===== config.mk =====
export PLATFORM = sky130hd
export DESIGN_NAME = fp16_divider
export DESIGN_NICKNAME = d
export VERILOG_FILES = /design/src/rtl/fp16_divider.sv
export SDC_FILE = /design/constraint.sdc
export NUM_CORES = 1
export LEC_CHECK = 0
export BUFFER_PORTS_ARGS = -buffer_cell sky130_fd_sc_hd__buf_2
export CAP_MARGIN = 20
export CELL_PAD_IN_SITES_DETAIL_PLACEMENT = 1
export CELL_PAD_IN_SITES_GLOBAL_PLACEMENT = 2
export CORE_MARGIN = 1
export CORE_UTILIZATION = 35
export CTS_BUF_LIST = sky130_fd_sc_hd__clkbuf_4
export CTS_CLUSTER_SIZE = 20
export DETAILED_ROUTE_END_ITERATION = 10
export PLACE_DENSITY = 0.86
export RECOVER_POWER = 25
export SYNTH_ARGS = -nofsm -noshare
export SYNTH_HDL_FRONTEND = slang
export SYNTH_SLANG_ARGS = --single-unit

===== constraint.sdc =====
create_clock -name clk -period 3.35 [get_ports clk]
set_clock_uncertainty 0.05 [all_clocks]
set_input_delay 0.335 -clock clk [delete_from_list [all_inputs] [get_ports clk]]
set_output_delay 0.335 -clock clk [all_outputs]
set_load 0.05 [all_outputs]

===== src/rtl/fp16_divider.sv =====
`default_nettype none
// ============================================================================
// Module   : fp16_divider
// Brief    : Multi-cycle FP16 divider (restoring, one quotient bit per cycle).
//            Define FP16_DIV_ROUND_EN for round-to-nearest-even (else truncate).
// Revision : 1.0
// ============================================================================
module fp16_divider (
    input  logic        clk,
    input  logic        rst_n,
    input  logic        start,
    input  logic [15:0] a,
    input  logic [15:0] b,
    output logic        busy,
    output logic        done,
    output logic [15:0] result,
    output logic        dz,
    output logic        ovf,
    output logic        unf
);

`ifdef FP16_DIV_ROUND_EN
    localparam int c_QW = 13;
`else
    localparam int c_QW = 12;
`endif
    localparam logic [3:0] c_LAST = 4'(c_QW - 1);

    localparam logic [1:0] c_IDLE = 2'd0;
    localparam logic [1:0] c_CALC = 2'd1;
    localparam logic [1:0] c_NORM = 2'd2;
    localparam logic [1:0] c_DONE = 2'd3;

    logic [1:0]      r_state;
    logic [15:0]     r_a;
    logic [15:0]     r_b;
    logic [c_QW-1:0] r_q;
    logic [11:0]     r_p;
    logic [3:0]      r_cnt;
    logic            r_done;
    logic [15:0]     r_result;
    logic            r_dz;
    logic            r_ovf;
    logic            r_unf;

    logic        w_sign;
    logic        w_a_zero, w_a_inf, w_b_zero, w_b_inf;
    logic        w_special;
    logic [15:0] w_spec_res;
    logic        w_spec_dz;

    logic [11:0] w_div;
    logic        w_p_ge;
    logic [11:0] w_p_sub;
    logic [11:0] w_p_keep;

    logic               w_top;
    logic [10:0]        w_mant_sum;
    logic signed [6:0]  w_exp_base;
    logic signed [6:0]  w_exp_fin;
    logic [15:0]        w_res;
    logic               w_dz, w_ovf, w_unf;
`ifdef FP16_DIV_ROUND_EN
    logic        w_rem_nz;
    logic [9:0]  w_mant;
    logic        w_rbit;
    logic        w_sticky;
`endif

    assign w_sign   = r_a[15] ^ r_b[15];
    assign w_a_zero = (r_a[14:10] == 5'd0);
    assign w_a_inf  = (r_a[14:10] == 5'h1F);
    assign w_b_zero = (r_b[14:10] == 5'd0);
    assign w_b_inf  = (r_b[14:10] == 5'h1F);

    // Priority order matters: 0/0 and inf/inf first, then x/0 (dz), then the rest.
    always_comb begin
        w_special  = 1'b1;
        w_spec_dz  = 1'b0;
        w_spec_res = {w_sign, 5'h1F, 10'd0};
        if ((w_a_zero && w_b_zero) || (w_a_inf && w_b_inf)) begin
            w_spec_res = 16'h7E00;
        end else if (w_b_zero) begin
            w_spec_dz  = 1'b1;
        end else if (w_a_zero) begin
            w_spec_res = {w_sign, 15'd0};
        end else if (w_a_inf) begin
            w_spec_res = {w_sign, 5'h1F, 10'd0};
        end else if (w_b_inf) begin
            w_spec_res = {w_sign, 15'd0};
        end else begin
            w_special  = 1'b0;
        end
    end

    // Partial remainder never reaches 2*divisor, so 12 bits are enough.
    assign w_div    = {2'b01, r_b[9:0]};
    assign w_p_ge   = (r_p >= w_div);
    assign w_p_sub  = r_p - w_div;
    assign w_p_keep = w_p_ge ? w_p_sub : r_p;

    assign w_exp_base = $signed({2'b00, r_a[14:10]}) - $signed({2'b00, r_b[14:10]}) + 7'sd15;

    always_comb begin
        w_top = r_q[c_QW-1];
`ifdef FP16_DIV_ROUND_EN
        w_rem_nz = (r_p != 12'd0);
        if (w_top) begin
            w_mant   = r_q[11:2];
            w_rbit   = r_q[1];
            w_sticky = r_q[0] | w_rem_nz;
        end else begin
            w_mant   = r_q[10:1];
            w_rbit   = r_q[0];
            w_sticky = w_rem_nz;
        end
        w_mant_sum = {1'b0, w_mant} + {10'd0, w_rbit & (w_sticky | w_mant[0])};
`else
        w_mant_sum = {1'b0, (w_top ? r_q[10:1] : r_q[9:0])};
`endif
        // A rounding carry-out leaves the fraction at zero and bumps the exponent.
        w_exp_fin = w_exp_base - (w_top ? 7'sd0 : 7'sd1) + (w_mant_sum[10] ? 7'sd1 : 7'sd0);

        w_dz  = 1'b0;
        w_ovf = 1'b0;
        w_unf = 1'b0;
        if (w_special) begin
            w_res = w_spec_res;
            w_dz  = w_spec_dz;
        end else if (w_exp_fin > 7'sd30) begin
            w_res = {w_sign, 5'h1F, 10'd0};
            w_ovf = 1'b1;
        end else if (w_exp_fin < 7'sd1) begin
            w_res = {w_sign, 15'd0};
            w_unf = 1'b1;
        end else begin
            w_res = {w_sign, w_exp_fin[4:0], w_mant_sum[9:0]};
        end
    end

    always_ff @(posedge clk or negedge rst_n) begin
        if (!rst_n) begin
            r_state  <= c_IDLE;
            r_a      <= '0;
            r_b      <= '0;
            r_q      <= '0;
            r_p      <= '0;
            r_cnt    <= '0;
            r_done   <= 1'b0;
            r_result <= '0;
            r_dz     <= 1'b0;
            r_ovf    <= 1'b0;
            r_unf    <= 1'b0;
        end else begin
            r_done <= 1'b0;
            case (r_state)
                c_IDLE: begin
                    if (start) begin
                        r_a     <= a;
                        r_b     <= b;
                        r_q     <= '0;
                        r_p     <= {2'b01, a[9:0]};
                        r_cnt   <= '0;
                        r_state <= c_CALC;
                    end
                end
                c_CALC: begin
                    if (w_special) begin
                        r_state <= c_NORM;
                    end else begin
                        r_q   <= {r_q[c_QW-2:0], w_p_ge};
                        r_p   <= w_p_keep << 1;
                        r_cnt <= r_cnt + 4'd1;
                        if (r_cnt == c_LAST) begin
                            r_state <= c_NORM;
                        end
                    end
                end
                c_NORM: begin
                    r_result <= w_res;
                    r_dz     <= w_dz;
                    r_ovf    <= w_ovf;
                    r_unf    <= w_unf;
                    r_done   <= 1'b1;
                    r_state  <= c_DONE;
                end
                c_DONE: begin
                    r_state <= c_IDLE;
                end
                default: begin
                    r_state <= c_IDLE;
                end
            endcase
        end
    end

    assign busy   = (r_state == c_CALC) || (r_state == c_NORM);
    assign done   = r_done;
    assign result = r_result;
    assign dz     = r_dz;
    assign ovf    = r_ovf;
    assign unf    = r_unf;

endmodule
`default_nettype wire


Word-level counts from Yosys, hierarchy flattened
Index checks and enable logic that the tools add are counted.
{ "word_totals": {"inputBits": 35, "wordCells": 78, "output_inout_bits": 21, "register_bits": 82} }
{ "op_classes": {"add_sub_neg": 5, "n_mux": 38, "n_bitwise": 1, "n_reduce_logical": 11, "n_eq_ne": 9, "magnitude_cmp": 3} }
{ "op_table": {"columns": ["cell", "n"], "rows": [
  ["15-bit two-way mux", 6],
  ["12-bit two-way mux", 4],
  ["12-bit one-hot mux with 2 select lines", 2],
  ["16-bit two-way mux", 2],
  ["1-bit two-way mux", 15],
  ["12-bit by 11-bit greater-or-equal comparator with 1-bit output", 1],
  ["11-bit two-way mux", 1],
  ["11-bit subtractor", 1],
  ["5-bit == test (second input constant)", 2],
  ["5-bit zero test", 2],
  ["10-bit two-way mux", 1],
  ["4-bit two-way mux", 2],
  ["2-bit one-hot mux with 4 select lines", 1],
  ["4-bit one-hot mux with 2 select lines", 1],
  ["6-bit by 5-bit adder with 7-bit output (second input constant)", 1],
  ["7-bit by 6-bit > comparator with 1-bit output (second input constant)", 1],
  ["7-bit by 2-bit < comparator with 1-bit output (second input constant)", 1],
  ["7-bit by 2-bit subtractor with 7-bit output", 1],
  ["2-bit two-way mux", 3],
  ["5-bit by 5-bit subtractor with 6-bit output", 1],
  ["4-bit by 1-bit adder with 4-bit output (second input constant)", 1],
  ["2-bit == test (second input constant)", 2],
  ["4-bit == test (second input constant)", 1],
  ["2-bit inequality test (second input constant)", 2],
  ["other kinds (9)", 12]
]} }

Longest topological paths before layout
{ "depth": {"word_depth": 8, "depth_mapped": 14, "mapped_depth_nobuf": 14} }

Least setup slack after synthesis
OpenSTA, ideal clock, no wires.
{ "synth_timing": {"kind": "reg-to-reg", "start": "register r_a[10]", "end": "register r_unf (netlist: unf)", "n_path_buf": 0, "setup_slack_ps": 154, "arrival_ps": 3016, "setup_time_ps": 130, "required_time_ps": 3170, "stages_incl_launch_ff": 13, "period_less_slack_ps": 3196, "path_cell_list": "dfrtp_1 inv_1 ha_1 fa_1 ha_1 ha_1 nor2b_1 nor3b_1 mux2_2 or4b_2 nand3_2 o31a_1 o2bb2ai_1"} }
{ "synth_between": {"elab_chain_cells": 7, "elab_cells_between_ends": 17, "classes_between": "add/sub: 3; order compare: 2; eq/ne: 1; mux: 7; reduce/logical: 4"} }
{ "synth_rtl": {"columns": ["element", "line", "source"], "rows": [
  ["from (decl)", "35", "logic [15:0] r_a;"],
  ["from (signal assigned)", "144", "r_a <= '0;"],
  ["from (signal assigned)", "159", "r_a <= a;"],
  ["5-bit by 5-bit subtractor with 6-bit output", "102", "assign w_exp_base = $signed({2'b00, r_a[14:10]}) - $signed({2'b00, r_b[14:10]}) + 7'sd15;"],
  ["6-bit by 5-bit adder with 7-bit output", "102", null],
  ["7-bit by 2-bit subtractor with 7-bit output", "122", "w_exp_fin = w_exp_base - (w_top ? 7'sd0 : 7'sd1) + (w_mant_sum[10] ? 7'sd1 : 7'sd0);"],
  ["7-bit by 2-bit < comparator with 1-bit output", "133", "end else if (w_exp_fin < 7'sd1) begin"],
  ["1-bit two-way mux", "133", null],
  ["1-bit two-way mux", "130", "end else if (w_exp_fin > 7'sd30) begin"],
  ["1-bit two-way mux (*)", "127", "if (w_special) begin"],
  ["to (signal assigned)", "183", "r_unf <= w_unf;"],
  ["to (decl)", "44", "logic r_unf;"]
]} }
Mark *: on every way between the ends. The rest lies on a longest branch, timed or not.
A chain may end at the register's enable or synchronous reset.

Worst setup path in the final report
{ "layout_timing": {"start": "register r_a[10]", "end": "register r_result[3] (netlist: result[3])"} }
{ "layout_between": {"elab_chain_cells": 7, "elab_cells_between_ends": 21, "classes_between": "add/sub: 3; order compare: 2; eq/ne: 1; mux: 11; reduce/logical: 4"} }
{ "layout_rtl": {"columns": ["element", "line", "source"], "rows": [
  ["5-bit by 5-bit subtractor with 6-bit output", "102", null],
  ["6-bit by 5-bit adder with 7-bit output", "102", null],
  ["7-bit by 2-bit subtractor with 7-bit output", "122", null],
  ["7-bit by 2-bit < comparator with 1-bit output", "133", null],
  ["15-bit two-way mux", "133", null],
  ["15-bit two-way mux", "130", null],
  ["16-bit two-way mux (*)", "127", null],
  ["to (signal assigned)", "180", "r_result <= w_res;"],
  ["to (decl)", "41", "logic [15:0] r_result;"]
]} }
Marks and branches as above.

==> results.json <==
{
  "status": "finished, violations left",
  "violations": "capacitance limit, slew limit",
  "cp_max_fo": 5,
  "grt_max_degree": 49,
  "final_cells": 655,
  "io_pins": 56,
  "rows": 40,
  "yosys.area.top_type": "dfrtp_1",
  "drv_slew": 41,
  "syn_area_per_cell_um2": 10.14,
  "worstPathArrival_ns": 3.52,
  "cts_tree": "built",
  "highest_layer": "met4",
  "hp-class": "in2reg",
  "syn-num-nets": 485,
  "grt_pass1_vias": 3705,
  "synth_cell_type_count": 63,
  "final_util_pct": 42.93,
  "track_usage_pct": 18.47,
  "register_area_um2": 1803,
  "setup_viol": 0,
  "syn-cell-area_um2": 4290,
  "post-route-period-util_pct": 96.57,
  "initial_utilization_pct": 35.87,
  "min-delay-start": "b[5]",
  "met3_length_um": 338,
  "num_antenna_cells": 0,
  "die_h_um": 112.7,
  "synth_top_cell_area_share_pct": 41.99,
  "clk_pin_slew_worst_paths_ns": 0.14,
  "hold_slack_ns": 0.04306,
  "worstMarginPinSlew_ns": 1.903,
  "areaGrowthSynthToFinish_pct": 19.68,
  "cts_sinks": 72,
  "drc": 0,
  "synth_edf_count": 0,
  "die_area_um2": 12700,
  "ys_ff_latch": 72,
  "whs_endpoint": "r_b[5]",
  "drv_cap": 1,
  "required_ns": 3.64,
  "numPortBuffers": 55,
  "async_reset_ff_share_pct": 100.0,
  "wl_met1_um": 4952,
  "ys_top_cells_by_area": "dfrtp_1 (42%), ha_1 (7.3%), mux2_2 (6.3%), inv_1 (3.5%), o21ai_0 (3.0%)",
  "endpoint_kind": "flip-flop",
  "cts_max_level": 3,
  "yosysSeqAreaShare_pct": 41.99,
  "routabilityCongestion": 0.8027,
  "dp_hpwl_um": 7923,
  "filler_cell_count": 1347,
  "vias_per_cell": 5.420,
  "startpoint_type": "flip-flop",
  "r2r-start": "r_a[10]",
  "wl_per_cell_um": 16.70,
  "antenna_found_initial": 0,
  "grt_pass1_wl_um": 18310,
  "crit_type": "reg2reg",
  "ant_nets": 0,
  "hold_viol": 0,
  "drtIter0Drc": 150,
  "clk_latency_ns": 0.46,
  "placedCellCount": 628,
  "final_common_cell": "dfrtp_1",
  "slew_headroom_pct": -26.88,
  "rsz0062_at_grt": "no",
  "cts_made_buffers": 9,
  "syn_inst": 423,
  "r2r-end": "result[3]",
  "first_pass_iters": 4,
  "layout_common_cells": "dfrtp_1 (71), buf_2 (54), inv_1 (40)",
  "max_freq_mhz": 309.1,
  "multiInputGateArea_um2": 2384,
  "worstHoldPathCells": 2,
  "layout_min_cycle_time_ns": 3.235,
  "cts_buffer_depth": 2,
  "met2WireLength_um": 5432,
  "r2r_slack_ns": 0.11,
  "overflow": 0,
  "die_w_um": 112.7,
  "ys.flop_type": "dfrtp_1",
  "vias": 3550,
  "wirelength_um": 10940,
  "synth-warning-count": 0,
  "clockRootBuffer": "clkbuf_4",
  "drive_above_1_share_pct": 30.51,
  "coreArea_um2": 11960,
  "reg2reg_depth": 12,
  "final_nets": 565
}
-- worst max path at each step --
stage / startpoint / to / depth (start not counted)
5_1_grt: r_a[10] / result[2] / 13
6_report: r_a[10] / result[3] / 12
2_1_floorplan: r_a[10] / unf / 12
4_1_cts: r_a[10] / result[5] / 13
3_3_place_gp: r_a[10] / result[2] / 12
3_5_place_dp: r_a[10] / result[3] / 12
-- Yosys cell counts (all sizes together), types with 4 or more instances --
master / instances
o21ai: 28
nor3: 11
nand2: 18
clkbuf: 8
or2: 4
a22o: 14
o21a: 4
inv: 41
a21oi: 21
ha: 25
nand2b: 5
a31oi: 6
o32ai: 12
xnor2: 8
a21o: 6
and3: 7
mux2i: 12
nand4: 4
o211ai: 4
nor2b: 4
or3: 4
nor2: 25
mux2: 24
dfrtp: 72
nand3: 10
-- repair_timing --
action | 4_1_cts | 5_1_grt
buffers inserted | 4 | 4
gates cloned | 1 | 0
hold buffers | 0 | 1
endpoints found under the setup margin | 13 | 16
gates resized for setup | 7 | 16
pin swaps | 3 | 11
hold endpoints to repair | 0 | 46
-- flip-flops by register name, summed over array words and instances (netlist names) --
signal and cells:
done 1, dz 1, ovf 1, r_a 6, r_b 16, r_cnt 4, r_p 12, r_q 12
r_state 2, result 16, unf 1
-- logic make-up after synthesis --
family / count (synthesis) / share of synthesized area (%)
and+or+nand+nor: 105 / 13.09
xor gates and xnor gates: 12 / 2.975
buffers and inverters: 56 / 5.658
AOI/OAI and AO/OA: 115 / 18.96
DFF: 72 / 41.99
muxes: 36 / 9.099
adders and majority gates: 27 / 8.224
-- area by class of cell --
type                    count  area share [%]
clock inverters             6          0.8285
clock buffers              10           1.462
multi-input cells         296           46.42
repair buffers             83           9.600
inverters                  41           2.997
flip-flops and latches     72           35.11
well taps                 147           3.582
-- layer usage --
layer | track usage, % | vias up
met3 | 3.267 | 19
met1 | 23.00 | 1772
met5 | 0 | -
met2 | 31.77 | 62
li1 | - | 1697
met4 | 7.467 | 0
-- worst max-delay path, stage by stage (launching register included) --
cell	delay [ns]
dfrtp_1	0.41
inv_1	0.07
ha_2	0.19
fa_2	0.48
ha_4	0.19
ha_2	0.20
nor2b_4	0.13
nor3_1	0.05
mux2_2	0.30
o31a_1	0.35
a31o_4	0.28
o221ai_4	0.27
o32ai_2	0.15
-- metrics by stage --
| step | setup TNS (ns) | setup WS [ns] | cell area, µm² |
|---|---|---|---|
| final | 0 | 0.1148 | 5135 |
| after global routing | 0 | 0.002072 | 5135 |
| after CTS | -0.002393 | -0.002393 | 4996 |
| after detailed placement | -0.3546 | -0.05571 | 4796 |
| after global placement | 0 | 0.08430 | 4796 |
| after floorplan | 0 | 0.1544 | 4290 |
Power is not shown: default switching activity piles up to over one toggle a cycle in this logic, so the estimate is an artifact.
